**src/rtl/arm_ctrl_pkg.sv**
```systemverilog
// arm_ctrl_pkg: shared encodings for the multicycle ARM control unit.
//   state_t      - controller FSM states
//   ALU_*        - ALUControl codes
//   IMM_*        - ImmSrc codes for the immediate extender
//   OP_*         - Instr[27:26] instruction classes
//   CMD_*        - data-processing cmd field values
//   COND_*       - Instr[31:28] condition encodings
//   cond_holds() - condition evaluator against an NZCV value
package arm_ctrl_pkg;

    typedef enum logic [3:0] {
        S_FETCH,
        S_DECODE,
        S_MEMADR,
        S_MEMREAD,
        S_MEMWB,
        S_MEMWRITE,
        S_EXECR,
        S_EXECI,
        S_ALUWB,
        S_BRANCH,
        S_UNKNOWN
    } state_t;

    localparam logic [1:0] ALU_ADD = 2'b00;
    localparam logic [1:0] ALU_SUB = 2'b01;
    localparam logic [1:0] ALU_AND = 2'b10;
    localparam logic [1:0] ALU_ORR = 2'b11;

    localparam logic [1:0] IMM_8  = 2'b00;
    localparam logic [1:0] IMM_12 = 2'b01;
    localparam logic [1:0] IMM_24 = 2'b10;

    localparam logic [1:0] OP_DP  = 2'b00;
    localparam logic [1:0] OP_MEM = 2'b01;
    localparam logic [1:0] OP_BR  = 2'b10;

    localparam logic [3:0] CMD_AND = 4'b0000;
    localparam logic [3:0] CMD_SUB = 4'b0010;
    localparam logic [3:0] CMD_ADD = 4'b0100;
    localparam logic [3:0] CMD_CMP = 4'b1010;
    localparam logic [3:0] CMD_ORR = 4'b1100;

    localparam logic [3:0] COND_EQ = 4'b0000;
    localparam logic [3:0] COND_NE = 4'b0001;
    localparam logic [3:0] COND_CS = 4'b0010;
    localparam logic [3:0] COND_CC = 4'b0011;
    localparam logic [3:0] COND_MI = 4'b0100;
    localparam logic [3:0] COND_PL = 4'b0101;
    localparam logic [3:0] COND_VS = 4'b0110;
    localparam logic [3:0] COND_VC = 4'b0111;
    localparam logic [3:0] COND_HI = 4'b1000;
    localparam logic [3:0] COND_LS = 4'b1001;
    localparam logic [3:0] COND_GE = 4'b1010;
    localparam logic [3:0] COND_LT = 4'b1011;
    localparam logic [3:0] COND_GT = 4'b1100;
    localparam logic [3:0] COND_LE = 4'b1101;

    // AL (1110) and the unused 1111 encoding both fall to the default: always.
    function automatic logic cond_holds(input logic [3:0] cond, input logic [3:0] nzcv);
        logic n, z, c, v;
        {n, z, c, v} = nzcv;
        case (cond)
            COND_EQ: cond_holds = z;
            COND_NE: cond_holds = ~z;
            COND_CS: cond_holds = c;
            COND_CC: cond_holds = ~c;
            COND_MI: cond_holds = n;
            COND_PL: cond_holds = ~n;
            COND_VS: cond_holds = v;
            COND_VC: cond_holds = ~v;
            COND_HI: cond_holds = c & ~z;
            COND_LS: cond_holds = ~c | z;
            COND_GE: cond_holds = n == v;
            COND_LT: cond_holds = n != v;
            COND_GT: cond_holds = ~z & (n == v);
            COND_LE: cond_holds = z | (n != v);
            default: cond_holds = 1'b1;
        endcase
    endfunction

endpackage

```
**src/rtl/arm_cond_unit.sv**
```systemverilog
// arm_cond_unit: NZCV register, condition check latch and write-enable gating.
//   clk, reset      - clock, async active-high reset
//   cond_i          - instruction condition field
//   alu_flags_i     - NZCV produced by the ALU this cycle
//   latch_i         - capture the condition result this cycle (DECODE)
//   flag_w_i        - flag-setting execute cycle (N/Z update)
//   cv_w_i          - C/V also update (ADD/SUB/CMP)
//   next_pc_i, branch_i, reg_w_i, mem_w_i - raw enables from the FSM
//   rd_pc_i         - destination register is R15
//   flags_o         - current NZCV register
//   pc_write_o, reg_write_o, mem_write_o  - gated enables, 0 during reset
module arm_cond_unit
    import arm_ctrl_pkg::*;
#(
    parameter logic [3:0] RESET_FLAGS = 4'b0000
) (
    input  logic       clk,
    input  logic       reset,
    input  logic [3:0] cond_i,
    input  logic [3:0] alu_flags_i,
    input  logic       latch_i,
    input  logic       flag_w_i,
    input  logic       cv_w_i,
    input  logic       next_pc_i,
    input  logic       branch_i,
    input  logic       reg_w_i,
    input  logic       mem_w_i,
    input  logic       rd_pc_i,
    output logic [3:0] flags_o,
    output logic       pc_write_o,
    output logic       reg_write_o,
    output logic       mem_write_o
);

    logic [3:0] flags_q, flags_d;
    logic       cond_ex_q, cond_ex_d;
    logic       pcs;

    // The condition is judged once, against the flags as they stand in DECODE;
    // the execute-stage flag update must not retroactively change it.
    always_comb begin
        flags_d   = (flag_w_i && cond_ex_q)
                  ? {alu_flags_i[3:2], cv_w_i ? alu_flags_i[1:0] : flags_q[1:0]}
                  : flags_q;
        cond_ex_d = latch_i ? cond_holds(cond_i, flags_q) : cond_ex_q;
    end

    always_ff @(posedge clk or posedge reset) begin
        if (reset) begin
            flags_q   <= RESET_FLAGS;
            cond_ex_q <= 1'b0;
        end else begin
            flags_q   <= flags_d;
            cond_ex_q <= cond_ex_d;
        end
    end

    // A write to R15 is a PC write, not a register-file write.
    assign pcs         = branch_i | (rd_pc_i & reg_w_i);
    assign pc_write_o  = ~reset & (next_pc_i | (pcs & cond_ex_q));
    assign reg_write_o = ~reset & reg_w_i & ~pcs & cond_ex_q;
    assign mem_write_o = ~reset & mem_w_i & cond_ex_q;
    assign flags_o     = flags_q;

endmodule

```
**src/rtl/arm_mc_controller.sv**
```systemverilog
// arm_mc_controller: multicycle ARM control unit (fetch/decode/execute FSM).
//   clk, reset          - clock, async active-high reset
//   Cond, Op, Funct, Rd - instruction fields from the instruction register
//   ALUFlags            - NZCV from the ALU this cycle
//   PCWrite, MemWrite, RegWrite, IRWrite - write enables, 0 during reset
//   AdrSrc, RegSrc, ALUSrcA, ALUSrcB, ALUControl, ResultSrc, ImmSrc - selects
//   Flags               - current NZCV register
module arm_mc_controller
    import arm_ctrl_pkg::*;
#(
    parameter logic [3:0] RESET_FLAGS = 4'b0000
) (
    input  logic       clk,
    input  logic       reset,
    input  logic [3:0] Cond,
    input  logic [1:0] Op,
    input  logic [5:0] Funct,
    input  logic [3:0] Rd,
    input  logic [3:0] ALUFlags,
    output logic       PCWrite,
    output logic       MemWrite,
    output logic       RegWrite,
    output logic       IRWrite,
    output logic       AdrSrc,
    output logic [1:0] RegSrc,
    output logic [1:0] ALUSrcA,
    output logic [1:0] ALUSrcB,
    output logic [1:0] ALUControl,
    output logic [1:0] ResultSrc,
    output logic [1:0] ImmSrc,
    output logic [3:0] Flags
);

    state_t     state_q, state_d;
    logic       irw, next_pc, reg_w, mem_w, branch, alu_op;
    logic [3:0] cmd;

    assign cmd = Funct[4:1];

    always_comb begin
        state_d   = S_FETCH;
        irw       = 1'b0;
        next_pc   = 1'b0;
        reg_w     = 1'b0;
        mem_w     = 1'b0;
        branch    = 1'b0;
        alu_op    = 1'b0;
        AdrSrc    = 1'b0;
        ALUSrcA   = 2'b00;
        ALUSrcB   = 2'b00;
        ResultSrc = 2'b00;
        case (state_q)
            S_FETCH: begin
                irw       = 1'b1;
                next_pc   = 1'b1;
                ALUSrcA   = 2'b01;
                ALUSrcB   = 2'b10;
                ResultSrc = 2'b10;
                state_d   = S_DECODE;
            end
            S_DECODE: begin
                ALUSrcA   = 2'b01;
                ALUSrcB   = 2'b10;
                ResultSrc = 2'b10;
                state_d   = Op == OP_MEM ? S_MEMADR
                          : Op == OP_BR  ? S_BRANCH
                          : Op == OP_DP  ? (Funct[5] ? S_EXECI : S_EXECR)
                          : S_FETCH;
            end
            S_MEMADR: begin
                ALUSrcB = 2'b01;
                state_d = Funct[0] ? S_MEMREAD : S_MEMWRITE;
            end
            S_MEMREAD: begin
                AdrSrc  = 1'b1;
                state_d = S_MEMWB;
            end
            S_MEMWB: begin
                ResultSrc = 2'b01;
                reg_w     = 1'b1;
            end
            S_MEMWRITE: begin
                AdrSrc = 1'b1;
                mem_w  = 1'b1;
            end
            S_EXECR: begin
                alu_op  = 1'b1;
                state_d = S_ALUWB;
            end
            S_EXECI: begin
                ALUSrcB = 2'b01;
                alu_op  = 1'b1;
                state_d = S_ALUWB;
            end
            S_ALUWB: reg_w = cmd != CMD_CMP;
            S_BRANCH: begin
                ALUSrcA   = 2'b10;
                ALUSrcB   = 2'b01;
                ResultSrc = 2'b10;
                branch    = 1'b1;
            end
            default: state_d = S_FETCH;
        endcase
    end

    always_ff @(posedge clk or posedge reset) begin
        if (reset) state_q <= S_FETCH;
        else       state_q <= state_d;
    end

    assign ALUControl = !alu_op                          ? ALU_ADD
                      : cmd == CMD_SUB || cmd == CMD_CMP ? ALU_SUB
                      : cmd == CMD_AND                   ? ALU_AND
                      : cmd == CMD_ORR                   ? ALU_ORR
                      : ALU_ADD;

    // The extender format follows the instruction class one-to-one.
    assign ImmSrc  = Op == OP_DP ? IMM_8 : Op == OP_MEM ? IMM_12 : Op == OP_BR ? IMM_24 : Op;
    assign RegSrc  = {Op == OP_MEM, Op == OP_BR};
    assign IRWrite = irw & ~reset;

    arm_cond_unit #(.RESET_FLAGS(RESET_FLAGS)) u_cond (
        .clk        (clk),
        .reset      (reset),
        .cond_i     (Cond),
        .alu_flags_i(ALUFlags),
        .latch_i    (state_q == S_DECODE),
        .flag_w_i   ((state_q == S_EXECR || state_q == S_EXECI) && Funct[0]),
        .cv_w_i     (cmd == CMD_ADD || cmd == CMD_SUB || cmd == CMD_CMP),
        .next_pc_i  (next_pc),
        .branch_i   (branch),
        .reg_w_i    (reg_w),
        .mem_w_i    (mem_w),
        .rd_pc_i    (Rd == 4'hF),
        .flags_o    (Flags),
        .pc_write_o (PCWrite),
        .reg_write_o(RegWrite),
        .mem_write_o(MemWrite)
    );

endmodule

```
**config.mk**
```make
export PLATFORM = sky130hd
export DESIGN_NAME = arm_mc_controller
export DESIGN_NICKNAME = d
export VERILOG_FILES = /design/src/rtl/arm_ctrl_pkg.sv /design/src/rtl/arm_cond_unit.sv /design/src/rtl/arm_mc_controller.sv
export SDC_FILE = /design/constraint.sdc
export NUM_CORES = 1
export LEC_CHECK = 0
export ABC_AREA = 1
export BUFFER_PORTS_ARGS = -buffer_cell sky130_fd_sc_hd__buf_2
export CORE_ASPECT_RATIO = 1.1
export CORE_MARGIN = 2
export CORE_UTILIZATION = 35
export DETAILED_ROUTE_END_ITERATION = 16
export GPL_ROUTABILITY_DRIVEN = 0
export GPL_TIMING_DRIVEN = 0
export PLACE_DENSITY = 0.67
export RECOVER_POWER = 50
export SYNTH_ARGS = -nofsm -noshare
export SYNTH_HDL_FRONTEND = slang
export SYNTH_SLANG_ARGS = --single-unit
```
**constraint.sdc**
```tcl
create_clock -name clk -period 2.2 [get_ports clk]
set_input_delay 0.11 -clock clk [delete_from_list [all_inputs] [get_ports clk]]
set_output_delay 0.11 -clock clk [all_outputs]
set_load 0.05 [all_outputs]
```
---- After elaboration in Yosys (flattened, before gate mapping) ----
Index checks and enable logic that the tools add are counted.
cells by class
  $add $sub $neg .......................... 0
  $mul .................................... 0
  div/mod/pow operators ................... 0
  order comparisons ....................... 0
  eq/ne operators ......................... 32
  shift operators ......................... 0
  multiplexer cells ....................... 23
  bitwise gates (word level) .............. 21
  reductions and logical operators ........ 16
operator list
  operator                                                               count
  4-bit equality test, second input constant                             11
  4-bit by 3-bit equality test with 1-bit output, second input constant  9
  4-bit by 2-bit equality test with 1-bit output, second input constant  5
  4-bit case mux with 5 select lines                                     1
  2-bit two-way mux                                                      7
  1-bit case mux with 14 select lines                                    1
  4-bit logical NOT                                                      3
  2-bit case mux with 2 select lines                                     3
  1-bit AND                                                              11
  4-bit by 1-bit equality test with 1-bit output, second input constant  2
  4-bit two-way mux                                                      2
  1-bit two-way mux                                                      6
  3-bit two-way mux                                                      2
  1-bit inverter                                                         6
  2-bit OR reduction                                                     3
  3-bit OR reduction                                                     2
  1-bit logical OR                                                       4
  4-bit inequality test, second input constant                           1
  1-bit bitwise OR                                                       4
  2-bit by 1-bit equality test with 1-bit output, second input constant  1
  2-bit equality test, second input constant                             1
  1-bit logical AND                                                      2
  2-bit logical NOT                                                      1
  1-bit case mux with 2 select lines                                     1
  3 further kinds                                                        3
storage, ports and cells
  register bits after elaboration ......... 9
  bits in latches ......................... 0
  RAM bits ................................ 0
  ROM bits ................................ 0
  output and inout port bits .............. 21
  logic and storage cells ................. 96
  memories kept ........................... 0

---- Longest topological paths before layout ----
  depth in word-level cells ............... 7
  gate-level depth with buffers ........... 9

---- By module ----
Synthesis repeated with hierarchy kept, for this count alone.
second synthesis, totals
  cell total of the unflattened synthesis .. 163
  area total of the unflattened synthesis .. 933.4 µm²
by module, submodules not included
  module             instances  cells an instance  area each (µm²)  seq. area each (µm²)
  arm_mc_controller  1          86                 495.5            100.1
  arm_cond_unit      1          77                 437.9            125.1

---- Worst setup path after synthesis ----
No wires, ideal clock.
  kind .................................... register to output
  start ................................... register state_q[2]
  end ..................................... output port ResultSrc[1]
  arrival ................................. 1,765 ps
  setup slack ............................. 325 ps
  cell stages (with the launch flop) ...... 4
  path through ............................ dfrtp_1 -> nor2_1 -> inv_1 -> o21ai_0
on the way
  word-level cells in the longest chain between the ends .. 3
  elaborated cells between the ends (all ways) .. 6
  those cells by class .................... 3 x eq/ne; 1 x mux; 2 x reduce/logical
RTL lines
  element                                      line                      RTL
  from (decl)                                  arm_mc_controller.sv:34   state_t state_q, state_d;
  from (signal assigned)                       arm_mc_controller.sv:108  else state_q <= state_d;
  4-bit equality test (tied with other cells)  arm_mc_controller.sv:52   case (state_q)
  3-bit OR reduction (no line)                 -
  2-bit case mux with 2 select lines *         arm_mc_controller.sv:52
  to (decl)                                    arm_mc_controller.sv:29   output logic [1:0] ResultSrc,
Mark *: on every way between the ends. The rest lies on a longest branch, timed or not.

---- Final worst setup path ----
  start ................................... register state_q[1]
  end ..................................... output port PCWrite
on the way
  word-level cells in the longest chain between the ends .. 7
  elaborated cells between the ends (all ways) .. 12
  those cells by class .................... 3 x eq/ne; 3 x mux; 5 x bitwise; 1 x reduce/logical
RTL lines
  element                                                                                line                     RTL
  4-bit equality test or 4-bit by 3-bit equality test with 1-bit output (tied branches)  arm_mc_controller.sv:52
  1-bit case mux with 2 select lines                                                     arm_mc_controller.sv:52
  1-bit AND                                                                              arm_cond_unit.sv:59      assign pcs = branch_i | (rd_pc_i & reg_w_i);
  1-bit bitwise OR                                                                       arm_cond_unit.sv:59
  1-bit AND                                                                              arm_cond_unit.sv:60      assign pc_write_o = ~reset & (next_pc_i | (pcs & cond_ex_q));
  1-bit bitwise OR *                                                                     arm_cond_unit.sv:60
  1-bit AND *                                                                            arm_cond_unit.sv:60
  to (decl)                                                                              arm_mc_controller.sv:20  output logic PCWrite,
Marks and branches as above.

==> impl_metrics.csv <==
group,metric,value,unit
place,io_buffers,42,
status,status,"complete, no violations",
logic_synthesis,syn-num-nets,161,
power,power,1.42,mW
grt,grt_pass1_wl,3420,microns
sta,tightest_slew,0.598,ns
route,via_count,986,
sta,finClkSkew,0.0110,ns
min_path,hold_class,"input port to register",
flow_run,drv_cap,0,
sta,period_minus_slack,1.77,ns
route,drc,0,
finish,fin_area,0.00107,sq mm
grt,grt_pass1_vias,844,
finish,fillers,271,
worst_setup_path,critical_path_class,"register to output pin",
finish,drive_gt1_share,22.6,%
worst_setup_path,critical_path.max_fanout,9,
clock_tree,clock-sinks,9,
clock_tree,htreeDepth,1,
die,io_pins,43,
logic_synthesis,syn_avg_cell_area,5.75,sq um
route,ant_nets,0,
sta,period_share,80.6,%
die,die_height,54.1,microns
place,placed_area,0.00105,sq mm
worst_setup_path,worst_ep_required_time,2.09,ns
power,power_density,1330,mW/mm^2
finish,multiInputGateArea,448,sq um
place,place_hpwl,1710,microns
power,p_leak,0.683,nW
grt,grt-ovfl-total,0,
grt,grt_antenna_before_repair,0,
sta,finalSetupViolCount,0,
die,fp.dieArea,0.00268,sq mm
logic_synthesis,netlist_area,800,sq um
die,initial_core_util,36.2,%
route,wl_per_cell,9.55,microns
worst_setup_path,endpoint_kind,"output pin",
logic_synthesis,ys_seq_area_share,28.2,%
sta,max-slew-margin-rel,60.3,%
clock_tree,cts_tree,"yes",
finish,syn2layout_area_growth,33.8,%
die,row_count,18,
clock_tree,clk_path_buf_depth,2,
grt,grt_util_all_layers,16.7,%
place,place_inst,211,
clock_tree,root_buffer,"clkbuf_4",
sta,slew_viol_final,0,
clock_tree,clkTransAtPathRegs,0.07,ns
sta,hold_viol,0,
logic_synthesis,synth_top_area_cell,"dfrtp_1",
clock_tree,post-cts-setup-buffers,0,
logic_synthesis,synth_top_area_share,28.2,%
finish,nets,209,
clock_tree,cts_buffers,3,
sta,fmax,564,MHz
logic_synthesis,synth_top_cells_by_area,"dfrtp_1, nand2_1, inv_1",
logic_synthesis,yosysUniqueCellTypes,19,
worst_setup_path,rrSetupSlack,0.84,ns
clock_tree,clkLatencyLatePin,0.27,ns
die,dieWidth,49.6,microns
finish,seqCellArea,225,sq um
worst_setup_path,setup.worst_path.start_class,"register",
route,avgViaCountPerCell,4.56,
power,ir_drop,1610,uV
sta,rsz0062_at_grt,"no",
finish,fin_cells,216,
finish,n_antenna_cell,0,
route,wirelength,2060,microns
grt,grt_max_degree,11,
sta,holdWs,0.0521,ns
sta,tns,0,ns
logic_synthesis,synth-seq-cells,9,
route,first_pass_iters,4,
route,initialDrtViolationCount,18,
logic_synthesis,synthCells,139,
worst_setup_path,critPathArrivalTime,1.66,ns
logic_synthesis,yosysWarnings,0,
die,core_area,0.00221,sq mm
## layer usage
| layer | vias to the layer above | global-route usage [%] | share of wire (%) |
|---|---|---|---|
| met5 | - | 0 | 0 |
| met4 | 0 | 6.94 | 1.4 |
| met3 | 3 | 2.78 | 7.9 |
| met2 | 36 | 30.9 | 49 |
| met1 | 421 | 19.4 | 42 |
| li1 | 526 | - | - |
## Yosys cell counts (all sizes together)
library cell,instances
buf,1
clkbuf,2
nor3,2
dfrtp,9
o22ai,1
nor2,24
inv,28
a21oi,8
nand4,2
nand2,40
o21ai,5
o211ai,2
nand3,15
## sequential cells by signal, indices dropped and copies added, names as in the netlist
signal / cells
state_q: 4
u_cond.flags_o: 4
u_cond.cond_ex_q: 1
## cell usage in the layout (no fill, tap or decap)
master         count
clkbuf_4           3
nand2_4            1
dlygate4sd3_1      1
o211ai_1           2
o22ai_1            1
nor3_1             1
buf_6              1
nand2_2            2
dfrtp_1            9
o21ai_0            3
nand2_1           37
inv_2              1
nor2_1            24
o21ai_1            2
nor3_4             1
a21oi_1            8
nand3_1           15
inv_1             27
clkbuf_1          12
nand4_1            2
buf_2             33
## power breakdown
group          internal, mW  total [mW]  switching, mW
sequential            0.231       0.288         0.0564
clock                0.0700       0.130         0.0599
combinational         0.235        1.01          0.771
total                 0.536        1.42          0.887
## final timing paths
check                       startpoint           endpoint  cells past startpoint
setup / recovery            state_q[1]            PCWrite                      7
hold / removal             ALUFlags[2]  u_cond.flags_o[2]                      3
setup reg to reg            state_q[1]   u_cond.cond_ex_q                      7
hold reg to reg             state_q[0]         state_q[0]                      1
max in group asynchronous        reset  u_cond.flags_o[3]                      3
min in group asynchronous        reset         state_q[2]                      3
## per-stage QoR
step / worst slack [ns] / util [%]
final: 0.427 / 48.5
after global routing: 0.270 / 48.5
after CTS: 0.404 / 49.1
after detailed placement: 0.704 / 47.4
after global placement: 0.731 / 47.4
after floorplan: 0.325 / -
## layout make-up
cell class | instances | area share, %
Multi-Input combinational cell | 99 | 41.9
Sequential cell | 9 | 21.1
Timing Repair Buffer | 43 | 19.5
Inverter | 28 | 9.82
Tap cell | 30 | 3.51
Clock buffer | 4 | 2.46
Buffer | 3 | 1.75
## worst max-delay path, cell delays in order (launching register included)
cell	delay (ns)
dfrtp_1	0.37
buf_6	0.14
nor2_1	0.24
nand2_1	0.18
nand2_1	0.10
nand2_1	0.05
nand2_1	0.06
buf_2	0.26
## what timing repair did
| action | CTS | global route |
|---|---|---|
| hold endpoints to repair | 9 | 0 |
| hold buffers | 1 | 0 |
| gates resized for setup | 0 | 0 |
## logic make-up (layout without fill, tap and decap cells)
logic type / Yosys count / count (layout) / synth area share (%)
buf+inv: 31 / 78 / 15.5
simple gates: 83 / 83 / 45.5
flops: 9 / 9 / 28.2
compound gates: 16 / 16 / 10.8
Power figures use the tool's default switching activity.
